$ cat src/rtl/dsp_mem_arbiter_pkg.sv
// Shared widths and CPU-side FSM encodings for the display RAM arbiter.
package dsp_mem_arbiter_pkg;

  localparam int ARB_ADDR_WIDTH = 12;
  localparam int ARB_DATA_WIDTH = 16;

  typedef enum logic [1:0] {
    CPU_IDLE    = 2'd0,
    CPU_RD_WAIT = 2'd1,
    CPU_DONE    = 2'd2
  } cpu_state_t;

endpackage

$ cat src/rtl/dsp_mem_arbiter_if.sv
// Display-fetch, CPU-bus and RAM-side signals of the display RAM arbiter.
interface dsp_mem_arbiter_if
  import dsp_mem_arbiter_pkg::*;
#(
  parameter int ADDR_WIDTH = ARB_ADDR_WIDTH,
  parameter int DATA_WIDTH = ARB_DATA_WIDTH
);

  logic                  disp_req;
  logic [ADDR_WIDTH-1:0] disp_addr;
  logic [DATA_WIDTH-1:0] disp_data;
  logic                  disp_valid;

  logic                  cpu_stb;
  logic                  cpu_we;
  logic [ADDR_WIDTH-1:0] cpu_addr;
  logic [DATA_WIDTH-1:0] cpu_din;
  logic [DATA_WIDTH-1:0] cpu_dout;
  logic                  cpu_ack;

  logic                  mem_en;
  logic                  mem_we;
  logic [ADDR_WIDTH-1:0] mem_addr;
  logic [DATA_WIDTH-1:0] mem_din;
  logic [DATA_WIDTH-1:0] mem_dout;

  modport slave (
    input  disp_req, disp_addr, cpu_stb, cpu_we, cpu_addr, cpu_din, mem_dout,
    output disp_data, disp_valid, cpu_dout, cpu_ack, mem_en, mem_we, mem_addr, mem_din
  );

  modport master (
    output disp_req, disp_addr, cpu_stb, cpu_we, cpu_addr, cpu_din, mem_dout,
    input  disp_data, disp_valid, cpu_dout, cpu_ack, mem_en, mem_we, mem_addr, mem_din
  );

endinterface

$ cat src/rtl/dsp_mem_arbiter.sv
// Single-port display RAM arbiter: display reads win, CPU uses the gaps.
// Display latency is fixed at 2 cycles; CPU ack is decoded from the DONE state.
//
// state       | meaning
// CPU_IDLE    | waiting for cpu_stb; issue when display is not requesting
// CPU_RD_WAIT | CPU read in flight, capture mem_dout this cycle
// CPU_DONE    | cpu_ack high, no new issue
module dsp_mem_arbiter
  import dsp_mem_arbiter_pkg::*;
#(
  parameter int ADDR_WIDTH = ARB_ADDR_WIDTH,
  parameter int DATA_WIDTH = ARB_DATA_WIDTH
) (
  input logic              clk,
  input logic              reset,
  dsp_mem_arbiter_if.slave bus
);

  cpu_state_t            state_q;
  cpu_state_t            state_d;
  logic                  cpu_grant;
  logic                  disp_rd1;
  logic                  disp_valid_q;
  logic [DATA_WIDTH-1:0] disp_data_q;
  logic [DATA_WIDTH-1:0] cpu_dout_q;
  logic [ADDR_WIDTH-1:0] issue_addr;

  assign cpu_grant = (state_q == CPU_IDLE) && bus.cpu_stb && !bus.disp_req;

  always_ff @(posedge clk) begin
    if (reset) state_q <= CPU_IDLE;
    else       state_q <= state_d;
  end

  always_comb begin
    state_d = state_q;
    case (state_q)
      CPU_IDLE:    if (cpu_grant) state_d = bus.cpu_we ? CPU_DONE : CPU_RD_WAIT;
      CPU_RD_WAIT: state_d = CPU_DONE;
      CPU_DONE:    state_d = CPU_IDLE;
      default:     state_d = CPU_IDLE;
    endcase
  end

  always_comb begin
    bus.mem_en  = 1'b0;
    bus.mem_we  = 1'b0;
    issue_addr  = bus.disp_addr;
    if (bus.disp_req) begin
      bus.mem_en = 1'b1;
    end else if (cpu_grant) begin
      bus.mem_en = 1'b1;
      bus.mem_we = bus.cpu_we;
      issue_addr = bus.cpu_addr;
    end
    bus.mem_addr = issue_addr;
    bus.mem_din  = bus.cpu_din;
    bus.cpu_ack  = (state_q == CPU_DONE);
  end

  // Separate in-flight tags keep a CPU read and a following display read apart.
  always_ff @(posedge clk) begin
    if (reset) begin
      disp_rd1     <= 1'b0;
      disp_valid_q <= 1'b0;
      disp_data_q  <= '0;
      cpu_dout_q   <= '0;
    end else begin
      disp_rd1     <= bus.disp_req;
      disp_valid_q <= disp_rd1;
      if (disp_rd1)                disp_data_q <= bus.mem_dout;
      if (state_q == CPU_RD_WAIT)  cpu_dout_q  <= bus.mem_dout;
    end
  end

  assign bus.disp_data  = disp_data_q;
  assign bus.disp_valid = disp_valid_q;
  assign bus.cpu_dout   = cpu_dout_q;

  a_disp_spacing: assert property (@(posedge clk) disable iff (reset)
                                   bus.disp_req |=> !bus.disp_req)
    else $error("disp_req asserted in consecutive cycles");

endmodule

$ cat src/flat_wrapper.sv
// flat-port wrapper written by rule: the top's interface ports become plain ports
module dsp_mem_arbiter_flat import dsp_mem_arbiter_pkg::*;
#(
  parameter int ADDR_WIDTH = ARB_ADDR_WIDTH,
  parameter int DATA_WIDTH = ARB_DATA_WIDTH
)
  (clk, reset, bus_disp_req, bus_disp_addr, bus_cpu_stb, bus_cpu_we, bus_cpu_addr, bus_cpu_din, bus_mem_dout, bus_disp_data, bus_disp_valid, bus_cpu_dout, bus_cpu_ack, bus_mem_en, bus_mem_we, bus_mem_addr, bus_mem_din);
  dsp_mem_arbiter_if #(.ADDR_WIDTH(ADDR_WIDTH), .DATA_WIDTH(DATA_WIDTH)) bus_i ();
  input logic clk;
  input logic reset;
  input wire logic [$bits(bus_i.disp_req)-1:0] bus_disp_req;
  input wire logic [$bits(bus_i.disp_addr)-1:0] bus_disp_addr;
  input wire logic [$bits(bus_i.cpu_stb)-1:0] bus_cpu_stb;
  input wire logic [$bits(bus_i.cpu_we)-1:0] bus_cpu_we;
  input wire logic [$bits(bus_i.cpu_addr)-1:0] bus_cpu_addr;
  input wire logic [$bits(bus_i.cpu_din)-1:0] bus_cpu_din;
  input wire logic [$bits(bus_i.mem_dout)-1:0] bus_mem_dout;
  output wire logic [$bits(bus_i.disp_data)-1:0] bus_disp_data;
  output wire logic [$bits(bus_i.disp_valid)-1:0] bus_disp_valid;
  output wire logic [$bits(bus_i.cpu_dout)-1:0] bus_cpu_dout;
  output wire logic [$bits(bus_i.cpu_ack)-1:0] bus_cpu_ack;
  output wire logic [$bits(bus_i.mem_en)-1:0] bus_mem_en;
  output wire logic [$bits(bus_i.mem_we)-1:0] bus_mem_we;
  output wire logic [$bits(bus_i.mem_addr)-1:0] bus_mem_addr;
  output wire logic [$bits(bus_i.mem_din)-1:0] bus_mem_din;
  assign bus_i.disp_req = bus_disp_req;
  assign bus_i.disp_addr = bus_disp_addr;
  assign bus_i.cpu_stb = bus_cpu_stb;
  assign bus_i.cpu_we = bus_cpu_we;
  assign bus_i.cpu_addr = bus_cpu_addr;
  assign bus_i.cpu_din = bus_cpu_din;
  assign bus_i.mem_dout = bus_mem_dout;
  assign bus_disp_data = bus_i.disp_data;
  assign bus_disp_valid = bus_i.disp_valid;
  assign bus_cpu_dout = bus_i.cpu_dout;
  assign bus_cpu_ack = bus_i.cpu_ack;
  assign bus_mem_en = bus_i.mem_en;
  assign bus_mem_we = bus_i.mem_we;
  assign bus_mem_addr = bus_i.mem_addr;
  assign bus_mem_din = bus_i.mem_din;
  dsp_mem_arbiter #(.ADDR_WIDTH(ADDR_WIDTH), .DATA_WIDTH(DATA_WIDTH)) u_core (.clk(clk), .reset(reset), .bus(bus_i));
endmodule
$ cat config.mk
export PLATFORM = sky130hd
export DESIGN_NAME = dsp_mem_arbiter_flat
export DESIGN_NICKNAME = d
export VERILOG_FILES = /design/src/rtl/dsp_mem_arbiter_pkg.sv /design/src/rtl/dsp_mem_arbiter_if.sv /design/src/rtl/dsp_mem_arbiter.sv /design/src/flat_wrapper.sv
export SDC_FILE = /design/constraint.sdc
export NUM_CORES = 1
export LEC_CHECK = 0
export ABC_CLOCK_PERIOD_IN_PS = 1600
export CORE_ASPECT_RATIO = 0.7
export CORE_UTILIZATION = 34
export CTS_BUF_LIST = sky130_fd_sc_hd__clkbuf_4
export CTS_CLUSTER_SIZE = 16
export DETAILED_ROUTE_END_ITERATION = 12
export GPL_TIMING_DRIVEN = 0
export PLACE_DENSITY = 0.84
export SYNTH_ARGS = -nofsm -noshare
export SYNTH_HDL_FRONTEND = slang
export SYNTH_SLANG_ARGS = --single-unit
$ cat constraint.sdc
create_clock -name clk -period 1.6 [get_ports clk]
set_input_delay 0.24 -clock clk [delete_from_list [all_inputs] [get_ports clk]]
set_output_delay 0.24 -clock clk [all_outputs]
set_load 0.01 [all_outputs]
# Word-level counts from Yosys, hierarchy flattened

Index checks and enable logic that the tools add are counted.

Bits of input ports: 61
Word-level logic and storage cells: 21
Bits in registers: 36
Output and inout bits: 64

Mux-type cells: 9
Equality and inequality tests: 3
Reduce and logical (&&, ||, !) cells: 4

Operators by type and width:

| operator                                       | number |
|---|---|
| two-way mux 12 bit                             | 2 |
| two-way mux 1 bit                              | 4 |
| two-way mux 2 bit                              | 2 |
| case mux 2 bit (2 select lines)                | 1 |
| == test 2 x 1 -> 1 bit (second input constant) | 1 |
| == test 2 bit (second input constant)          | 1 |
| logical AND 1 bit                              | 2 |
| logical NOT 2 bit                              | 1 |
| != test 2 x 1 -> 1 bit (second input constant) | 1 |
| logical NOT 1 bit                              | 1 |

# Longest topological paths before layout

Gate-level depths: netlist of run 1.

Depth after elaboration: 5
Gate-level depth with buffers: 5
Mapped depth without buffers: 3

# Worst setup path after synthesis of run 1

Ideal clock, no wire load.

Path kind: reg-to-output
From: reg u_core.state_q[1]
To: out bus_mem_addr[10]
Required time: 1.360 ns
Cell stages (with the launch flop): 6
Setup slack: 0.195 ns
Data arrival time: 1.165 ns
Cell sequence: dfxtp_1 > nor2_1 > and3_4 > buf_6 > buf_12 > mux2_4

Longest elaborated chain between the ends: 5

RTL lines:

| what                           | line                  | RTL |
|---|---|---|
| start: declaration             | dsp_mem_arbiter.sv:19 | `cpu_state_t state_q;` |
| start signal: assignment       | dsp_mem_arbiter.sv:32 | `else state_q <= state_d;` |
| logical NOT 2 bit              | dsp_mem_arbiter.sv:28 | `assign cpu_grant = (state_q == CPU_IDLE) && bus.cpu_stb && !bus.disp_req;` |
| logical AND 1 bit (2 in a row) | dsp_mem_arbiter.sv:28 |  |
| two-way mux 12 bit             | dsp_mem_arbiter.sv:51 | `end else if (cpu_grant) begin` |
| two-way mux 12 bit             | dsp_mem_arbiter.sv:49 | `if (bus.disp_req) begin` |
| end: declaration               | flat_wrapper.sv:24    | `output wire logic [$bits(bus_i.mem_addr)-1:0] bus_mem_addr;` |

Every way passes these cells.

# Worst setup path in the final report of run 1

From: reg u_core.state_q[1]
To: out bus_mem_addr[9]

The elaborated chain is that of the path after synthesis.

==> results.md, run 1 <==
* Status: complete, but fails checks
* Failing checks: negative setup slack
* Sequential share of the synthesized area at 0.453
* Root buffer cell: clkbuf_4
* Dpl hpwl at 3.41 mm
* RSZ-0062 raised after global routing: true
* Synth warn at 0
* GRT Total Usage at 0.184
* Clock skew at 3.38 ps
* Multi-input combinational cell area at 689 sq um
* Vias per Instance at 4.33
* Hold_buf cts at 0
* Switching fraction of total power at 0.245
* Clock transition at path regs at 100 ps
* Critical Path Fanout Max at 5
* TritonCTS clock tree: built
* Reg-to-Reg Start: u_core.state_q[1]
* FF+latch count, synth at 36
* Largest cells by area after synthesis: dfxtp_1, mux2i_1, nand2_1, buf_4, mux2_4
* Max_cap viols at 0
* Largest family of logic cells by synthesized area: multiplexers
* Crit start category: flop
* Tightest Hold Check Type: primary input to flop
* Worst slew margin at 0.710
* Clk sink count at 36
* Vias in the first global route at 1407
* Cell depth of the worst flop-to-flop path at 6
* CTS H-Tree Depth at 2
* First-pass GRT wire length at 7.00 mm
* Largest net degree at the start of global routing at 11
* Rows at 20
* Synth Area in Compound Gates at 0.0543
* Clock Latency Late Sink at 320 ps
* I/O pin cnt at 125
* Pwr dens at 666 mW/mm^2
* Achievable Freq at 0.540 GHz
* Final hold vios at 0
* Placed instance area at 0.00273 sq mm
* Final Cell Area at 0.00290 sq mm
* Syn Nets at 231
* CP peak stage delay at 340 ps
* Crit end category: output pin
* Critical Path Slowest Stage Cell: dfxtp_2
* Fin crit share at 1.16
* RR Endpoint: u_core.bus.cpu_dout[11]
* Int Pwr at 1.46 mW
* RePlAce Congestion at 0.712
* Hold Path Cell Cnt at 3
* Core footprint at 0.00440 sq mm
* Drt pass-1 iters at 4
* Final worst slack at -251 ps
* Full die area at 0.00496 sq mm
* Die H at 59.2 microns
* Post-synthesis mux area share at 0.205
* Final global-route overflow total at 0
* DR iter-0 viols at 33
* P_sw at 0.472 mW
* Chip Width at 83.7 microns
* WS Path Type: flop to output pin
* Vias at 1501
* Synth Area in Simple Gates at 0.162
* HP Start: bus_disp_req
* Most common cell after layout, fill and taps aside: clkdlybuf4s50_1
* Hold path endpoint: u_core.disp_rd1
* Worst VDD drop at 0.000565 V
* Nets at 353
* Setup slack, reg-to-reg at 250 ps
* Mapped Cells at 170
* Area Growth Syn to Fin at 82.1%
* Logic gate share of total power at 0.275
* DR WL/cell at 12.9 microns
* Final WL at 4.48 mm
* Distinct cell type count after synthesis at 23
* Port Buffer Count at 107
* Worst-margin pin slew at 435 ps
* Reg power frac at 0.489
* WP data required at 1360 ps
* Leakage at 1.18 nW
* CTS max path bufs at 2
* Total power at 1.93 mW
* Initial antenna violation count at 0
* N_diodes at 0
* Endpoints failing setup at 13
* WP buf/inv at 2
* Filler cells at 377
* Worst endpoint data arrival time at 1610 ps
* Register area at 723 sq um
* Post-synthesis xor/xnor area fraction at 0
* Initial Utilization at 0.361
* Post-Syn Area at 0.00159 sq mm
* Synth Area in Adders at 0
* Post-synth top area cell: dfxtp_1
* Most frequent cells in the layout: clkdlybuf4s50_1, nand2_1, dfxtp_1
* CP Cell Sequence: nor2_2 > and3_4 > buf_12 > mux2_4 > buf_6
* Share of cells above drive strength 1 at 0.247
* Residual DRC at 0
* Cts bufs inserted at 5
* Average cell area after synthesis at 9.35 sq um
* Max-slew violation count at 0
* Antenna-violating nets left at 0
* Clock power share at 0.236
* Synth top area share at 0.453
* Final min period at 1850 ps
* CP top delay family: simple AND/OR/NAND/NOR gates
## how the worst max path moves through the flow
stage | end | startpoint | cells past startpoint
2_1_floorplan | bus_mem_addr[10] | u_core.state_q[1] | 5
3_3_place_gp | bus_mem_addr[10] | bus_disp_req | 7
3_5_place_dp | bus_mem_addr[10] | bus_cpu_stb | 6
4_1_cts | bus_mem_addr[8] | u_core.state_q[0] | 6
5_1_grt | bus_mem_addr[9] | u_core.state_q[1] | 5
6_report | bus_mem_addr[9] | u_core.state_q[1] | 5
## metal layers
metal  track usage  routed length [microns]
met2         0.311                     2170
met4        0.0363                       21
met5             0                        0
met3        0.0599                      247
met1         0.234                     2050
## flip-flops by register name (all words and copies together) (netlist names)
signal and cells:
u_core.bus.cpu_dout 16, u_core.bus.disp_valid 1, u_core.state_q 2, u_core.disp_rd1 1
u_core.bus.disp_data 16
## metrics by stage
step	hold slack (ps)	TNS, ps	setup WS [ps]	cells	utilization
after CTS	273	-3310	-308	348	0.654
after global routing	290	-3800	-315	347	0.657
after global placement	441	-7380	-628	332	0.620
after floorplan	310	0	195	170	-
final	278	-2960	-251	347	0.657
after detailed placement	448	-7340	-621	332	0.620
## cells in the mapped netlist
master / count
and2_1: 1
nor2b_1: 1
and3_4: 1
nor3_1: 1
mux2_4: 8
mux2_2: 4
nand2b_1: 1
and2b_1: 2
a21oi_1: 16
buf_2: 5
clkbuf_2: 1
clkbuf_1: 2
nor3b_2: 1
inv_1: 1
dfxtp_1: 36
nor2_1: 18
buf_12: 1
buf_4: 16
buf_1: 2
a31oi_1: 1
buf_6: 1
nand2_1: 34
mux2i_1: 16
## power by group through the flow
stage               Clock, mW  Combinational (mW)  Sequential, mW
floorplan                   0               0.192           0.976
global placement            0               0.487           0.963
detailed placement          0               0.493           0.964
CTS                     0.471               0.526           0.944
global route            0.508               0.564           0.948
finish                  0.454               0.530           0.944
## area by class of cell
class | count | share of cell area
plain buffers | 27 | 0.0640
clock buffers | 6 | 0.0156
clock inverters | 1 | 0.00173
inverters | 1 | 0.00130
multi-input cells | 105 | 0.238
flip-flops and latches | 36 | 0.250
well taps | 55 | 0.0238
repair buffers | 116 | 0.406
## worst min-delay path, cell delays in order
cell and delay [ps]:
dlygate4sd2_1 200, inv_2 50, nor2_1 80
## cells by family (layout without fill, tap and decap cells)
group | count (synthesis) | after routing
muxes | 28 | 28
buffers and inverters | 29 | 151
DFF | 36 | 36
AOI/OAI and AO/OA | 17 | 17
and+or+nand+nor | 60 | 60
## what timing repair did
action / 4_1_cts / 5_1_grt
gates cloned: 1 / 0
setup buffers: 9 / 0
hold endpoints to repair: 0 / 0
resized for setup: 71 / 13
pin swaps: 2 / 2
endpoints found under the setup margin: 15 / 14
(Power assumes the default switching activity.)
==> inputs of run 2 (changes only) <==
GPL_TIMING_DRIVEN = default   (was 0)
==> run 2 against run 1 <==
First-iteration DRC count increased by 52%. The flow still finishes with violations (negative setup slack). Combinational power shrank 11%. Sequential share of layout area up 2.0 points.
==> results.md, run 2 (synthesized netlist as in run 1, its figures left out) <==
* Port Buffer Count at 92 (was 107)
* Leakage at 1.08 nW (was 1.18 nW)
* Vias in the first global route at 1387 (was 1407)
* Logic gate share of total power at 0.248 (was 0.275)
* Largest net degree at the start of global routing at 37 (was 11)
* End of the critical path: bus_mem_addr[11] (was bus_mem_addr[9])
* WP data required at 1360 ps (about the same)
* Clock Latency Late Sink at 320 ps (about the same)
* Full die area at 0.00496 sq mm (unchanged)
* WS Path Type: flop to output pin (unchanged)
* Share of cells above drive strength 1 at 0.231 (was 0.247)
* Fin crit share at 1.16 (about the same)
* Endpoints failing setup at 13 (unchanged)
* First-pass GRT wire length at 7.01 mm (was 7.00 mm)
* Drt pass-1 iters at 4 (unchanged)
* Int Pwr at 1.44 mW (was 1.46 mW)
* Rows at 20 (unchanged)
* P_sw at 0.470 mW (was 0.472 mW)
* Fin cells at 319 (was 347)
* Reg-to-Reg Start: u_core.state_q[1] (unchanged)
* Achievable Freq at 0.540 GHz (about the same)
* Dpl hpwl at 3.12 mm (was 3.41 mm)
* Initial antenna violation count at 0 (unchanged)
* Clock skew at 7.05 ps (was 3.38 ps)
* Vias per Instance at 4.55 (was 4.33)
* Antenna-violating nets left at 0 (unchanged)
* RSZ-0062 raised after global routing: true (unchanged)
* Chip Width at 83.7 microns (unchanged)
* Initial Utilization at 0.361 (unchanged)
* CP Cell Sequence: nor2_4 > and3_4 > buf_6 > mux2_4 > buf_6 (was nor2_2 > and3_4 > buf_12 > mux2_4 > buf_6)
* RePlAce Congestion at 0.679 (was 0.712)
* Max_cap viols at 0 (unchanged)
* Worst slew margin at 0.610 (was 0.710)
* N_diodes at 0 (unchanged)
* Crit end category: output pin (unchanged)
* Final global-route overflow total at 0 (unchanged)
* DR WL/cell at 14.2 microns (was 12.9 microns)
* Die H at 59.2 microns (unchanged)
* Failing checks: negative setup slack (unchanged)
* CP peak stage delay at 350 ps (was 340 ps)
* Final WL at 4.54 mm (was 4.48 mm)
* Core footprint at 0.00440 sq mm (unchanged)
* Most frequent cells in the layout: clkdlybuf4s50_1, nand2_1, dfxtp_1 (unchanged)
* Final worst slack at -251 ps (about the same)
* TritonCTS clock tree: built (unchanged)
* Filler cells at 407 (was 377)
* Nets at 324 (was 353)
* Setup slack, reg-to-reg at 230 ps (was 250 ps)
* Pwr dens at 711 mW/mm^2 (was 666 mW/mm^2)
* Fin Hold WS at 461 ps (was 278 ps)
* Final min period at 1850 ps (about the same)
* Worst endpoint data arrival time at 1610 ps (about the same)
* Worst-margin pin slew at 584 ps (was 435 ps)
* Residual DRC at 0 (unchanged)
* Critical Path Fanout Max at 5 (unchanged)
* Most common cell after layout, fill and taps aside: clkdlybuf4s50_1 (unchanged)
* Worst VDD drop at 0.000497 V (was 0.000565 V)
* GRT Total Usage at 0.186 (was 0.184)
* Multi-input combinational cell area at 706 sq um (was 689 sq um)
* Clock transition at path regs at 110 ps (was 100 ps)
* RR Endpoint: u_core.bus.cpu_dout[4] (was u_core.bus.cpu_dout[11])
* I/O pin cnt at 125 (unchanged)
* Post-Place Cells at 300 (was 332)
* Clock power share at 0.257 (was 0.236)
* Tightest Hold Check Type: flop to flop (was primary input to flop)
* CTS max path bufs at 2 (unchanged)
* Final hold vios at 0 (unchanged)
* Max-slew violation count at 0 (unchanged)
* Cell depth of the worst flop-to-flop path at 4 (was 6)
* Placed instance area at 0.00248 sq mm (was 0.00273 sq mm)
* Most frequent CP cell: buf_6
* Register area at 723 sq um (unchanged)
* Final core occ at 0.609 (was 0.657)
* Reg power frac at 0.495 (was 0.489)
* Crit start category: flop (unchanged)
* Status: complete, but fails checks (unchanged)
* Cts bufs inserted at 5 (unchanged)
* DR iter-0 viols at 50 (was 33)
* Vias at 1452 (was 1501)
* Critical Path Slowest Stage Cell: dfxtp_2 (unchanged)
* Root buffer cell: clkbuf_4 (unchanged)
* Clk sink count at 36 (unchanged)
* Dpl ws at -523 ps (was -621 ps)
* Final Cell Area at 0.00268 sq mm (was 0.00290 sq mm)
* Switching fraction of total power at 0.246 (was 0.245)
* CTS H-Tree Depth at 2 (unchanged)
* Hold_buf cts at 0 (unchanged)
* Area Growth Syn to Fin at 68.6% (was 82.1%)
* Crit path from: u_core.state_q[0] (was u_core.state_q[1])
-- run 2: changes by cell type in the layout (fill, tap and decap cells not counted), sizes merged --
cell / previous run / this run
and3: 1 / 2
buf: 46 / 34
clkbuf: 10 / 8
clkdlybuf4s50: 91 / 77
dlygate4sd2: 2 / 1
-- run 2: stage by stage --
stage,total power [mW],setup TNS (ps)
CTS,1.92,-2710
detailed placement,1.38,-6560
finish,1.91,-2690
floorplan,1.17,0
global route,2.00,-3500
global placement,1.38,-6340
-- run 2: area by class of cell --
type | count | area share
timing repair buffer | 113 | 0.419
sequential | 36 | 0.270
multi-input combinational | 106 | 0.263
tap | 55 | 0.0257
clock buffer | 7 | 0.0196
clock inverter | 1 | 0.00140
inverter | 1 | 0.00140
-- run 2: worst min path at each step --
stage                             from                      end  slack, ps  depth (start not counted)
2_1_floorplan               bus_cpu_we        u_core.state_q[0]        310                          1
3_3_place_gp    u_core.bus.cpu_dout[7]   u_core.bus.cpu_dout[7]        440                          2
3_5_place_dp   u_core.bus.cpu_dout[13]  u_core.bus.cpu_dout[13]        450                          2
4_1_cts        u_core.bus.cpu_dout[13]  u_core.bus.cpu_dout[13]        460                          2
5_1_grt         u_core.bus.cpu_dout[0]   u_core.bus.cpu_dout[0]        470                          2
6_report        u_core.bus.cpu_dout[3]   u_core.bus.cpu_dout[3]        460                          2
-- run 2: routing by layer --
metal  vias to the layer above  track usage  routed length [microns]
met3                         2       0.0599                      250
li1                        724            -                        -
met1                       687        0.230                     2100
met5                         -            0                        0
met4                         0       0.0363                        8
met2                        39        0.325                     2190
-- run 2: what timing repair did --
action | CTS | global route
gates cloned | 1 | 0
pin swaps | 4 | 0
gates resized for setup | 84 | 2
setup buffers | 11 | 1
endpoints found under the setup margin | 15 | 14
-- run 2: critical path, delay by kind of cell (launching register included) --
kind,cells,cell delay [ps]
buffers and inverters,2,240
flip-flops,1,350
multiplexers,1,300
AND/OR/NAND/NOR,2,390
-- run 2: power groups by stage --
stage / clock network [mW] / registers, mW / logic (mW)
floorplan: 0 / 0.976 / 0.192
global placement: 0 / 0.962 / 0.414
detailed placement: 0 / 0.963 / 0.421
CTS: 0.507 / 0.944 / 0.472
global route: 0.547 / 0.948 / 0.500
finish: 0.489 / 0.944 / 0.473
==> inputs of run 3 (changes only) <==
SKIP_CTS_REPAIR_TIMING = 1   (was default)
==> run 3 against run 2 <==
The flow still finishes with violations (negative setup slack). Clock skew down 1.1 ps. Largest power group unchanged. Sequential power about the same. Wire length down 0.40%. Critical path depth up 1. Via count down 1.3%. Final cell count up 1.3%. Critical path type unchanged. Non-clock buffer count up 4. Clock-buffer cell count unchanged. Largest cell class unchanged. Design area up 0.75%.
==> results.md, run 3 (synthesized netlist as in run 1, its figures left out) <==
* Status: complete, but fails checks (unchanged)
* Failing checks: negative setup slack (unchanged)
* Rows at 20 (unchanged)
* Area Growth Syn to Fin at 69.9% (was 68.6%)
* Final core occ at 0.613 (was 0.609)
* Clock transition at path regs at 110 ps (about the same)
* Switching fraction of total power at 0.245 (was 0.246)
* CTS max path bufs at 2 (unchanged)
* N_diodes at 0 (unchanged)
* Clock power share at 0.257 (about the same)
* Largest net degree at the start of global routing at 37 (unchanged)
* Share of cells above drive strength 1 at 0.239 (was 0.231)
* Dpl ws at -523 ps (unchanged)
* DR iter-0 viols at 51 (was 50)
* DR WL/cell at 14.0 microns (was 14.2 microns)
* Worst endpoint data arrival time at 1660 ps (was 1610 ps)
* Endpoints failing setup at 13 (unchanged)
* WS Path Type: flop to output pin (unchanged)
* Worst slew margin at 0.614 (was 0.610)
* Max-slew violation count at 0 (unchanged)
* RePlAce Congestion at 0.679 (unchanged)
* Root buffer cell: clkbuf_4 (unchanged)
* Crit start category: flop (unchanged)
* Multi-input combinational cell area at 694 sq um (was 706 sq um)
* Most common cell after layout, fill and taps aside: clkdlybuf4s50_1 (unchanged)
* Initial antenna violation count at 0 (unchanged)
* Drt pass-1 iters at 4 (unchanged)
* HP Start: u_core.bus.cpu_dout[11] (was u_core.bus.cpu_dout[3])
* Achievable Freq at 0.526 GHz (was 0.540 GHz)
* Filler cells at 403 (was 407)
* Full die area at 0.00496 sq mm (unchanged)
* Clk sink count at 36 (unchanged)
* Crit end category: output pin (unchanged)
* Vias per Instance at 4.44 (was 4.55)
* Die H at 59.2 microns (unchanged)
* TritonCTS clock tree: built (unchanged)
* Fin crit share at 1.19 (was 1.16)
* CTS H-Tree Depth at 2 (unchanged)
* Critical Path Fanout Max at 5 (unchanged)
* GRT Total Usage at 0.168 (was 0.186)
* Cts bufs inserted at 5 (unchanged)
* P_sw at 0.467 mW (was 0.470 mW)
* Final worst slack at -303 ps (was -251 ps)
* I/O pin cnt at 125 (unchanged)
* Tightest Hold Check Type: flop to flop (unchanged)
* Initial Utilization at 0.361 (unchanged)
* Most frequent cells in the layout: clkdlybuf4s50_1, nand2_1, dfxtp_1 (unchanged)
* Final WL at 4.52 mm (was 4.54 mm)
* Logic gate share of total power at 0.247 (was 0.248)
* CP peak stage delay at 350 ps (about the same)
* Crit path from: u_core.state_q[0] (unchanged)
* Final Cell Area at 0.00270 sq mm (was 0.00268 sq mm)
* Most frequent CP cell: buf_6 (unchanged)
* WP data required at 1360 ps (about the same)
* Core footprint at 0.00440 sq mm (unchanged)
* Residual DRC at 0 (unchanged)
* Dpl hpwl at 3.12 mm (unchanged)
* Register area at 723 sq um (unchanged)
* Clock Latency Late Sink at 320 ps (about the same)
* Pwr dens at 704 mW/mm^2 (was 711 mW/mm^2)
* First-pass GRT wire length at 6.39 mm (was 7.01 mm)
* CP Cell Sequence: nor2_4 > and3_4 > buf_6 > buf_6 > mux2_4 > buf_6 (was nor2_4 > and3_4 > buf_6 > mux2_4 > buf_6)
* Placed instance area at 0.00248 sq mm (unchanged)
* Critical Path Slowest Stage Cell: dfxtp_2 (unchanged)
* Reg-to-Reg Start: u_core.state_q[1] (unchanged)
* Reg power frac at 0.496 (was 0.495)
* Final global-route overflow total at 0 (unchanged)
* Final hold vios at 0 (unchanged)
* Clock skew at 5.93 ps (was 7.05 ps)
* Antenna-violating nets left at 0 (unchanged)
* Final min period at 1900 ps (was 1850 ps)
* Worst VDD drop at 0.000495 V (was 0.000497 V)
* Port Buffer Count at 92 (unchanged)
* Chip Width at 83.7 microns (unchanged)
* RSZ-0062 raised after global routing: true (unchanged)
* Nets at 328 (was 324)
* Max_cap viols at 0 (unchanged)
* Worst-margin pin slew at 579 ps (was 584 ps)
* Vias in the first global route at 1297 (was 1387)
* Vias at 1433 (was 1452)
* Leakage at 1.10 nW (was 1.08 nW)
* Int Pwr at 1.44 mW (about the same)
[run 3: changes by cell type in the layout (fill, tap and decap cells not counted)]
| cell | previous run | this run |
|---|---|---|
| mux2_2 | 0 | 3 |
| clkbuf_2 | 1 | 4 |
| dlymetal6s2s_1 | 0 | 2 |
| dlygate4sd2_1 | 1 | 0 |
| mux2_4 | 12 | 9 |
[run 3: stage by stage]
stage          hold WS [ps]  setup TNS [ps]  total power, mW  std cells
2_1_floorplan           310               0             1.17        170
6_report                461           -2990             1.90        323
3_5_place_dp            447           -6560             1.38        300
4_1_cts                 462           -8500             1.87        308
3_3_place_gp            441           -6340             1.38        300
5_1_grt                 472           -3590             1.99        323
[run 3: layout make-up]
type | count | share of cell area
Timing Repair Buffer | 117 | 0.428
Clock inverter | 1 | 0.00139
Multi-Input combinational cell | 106 | 0.257
Inverter | 1 | 0.00139
Clock buffer | 7 | 0.0195
Sequential cell | 36 | 0.268
Tap cell | 55 | 0.0255
[run 3: critical path, delay by kind of cell (launching register included)]
| family | cells | cell delay, ps |
|---|---|---|
| simple gates | 2 | 380 |
| buf+inv | 3 | 330 |
| flops | 1 | 350 |
| mux | 1 | 290 |
[run 3: power by group through the flow]
stage | sequential, mW | clock (mW) | combinational (mW)
after detailed placement | 0.963 | 0 | 0.421
after global placement | 0.962 | 0 | 0.414
after global routing | 0.948 | 0.547 | 0.498
after floorplan | 0.976 | 0 | 0.192
after CTS | 0.943 | 0.507 | 0.423
final | 0.944 | 0.488 | 0.470
[run 3: path summary, 6_finish.rpt]
path / end / slack [ps] / depth (start not counted)
max: bus_mem_addr[10] / -300 / 6
min: u_core.bus.cpu_dout[11] / 460 / 2
max reg2reg: u_core.bus.cpu_dout[15] / 240 / 4
min reg2reg: u_core.bus.cpu_dout[11] / 460 / 2
[run 3: metal layers]
layer / vias to the layer above / track usage / share of wire
met5: - / 0 / 0
met4: 0 / 0.0363 / 0.0018
met3: 2 / 0.0627 / 0.066
met2: 40 / 0.285 / 0.48
met1: 661 / 0.209 / 0.45
li1: 730 / - / -
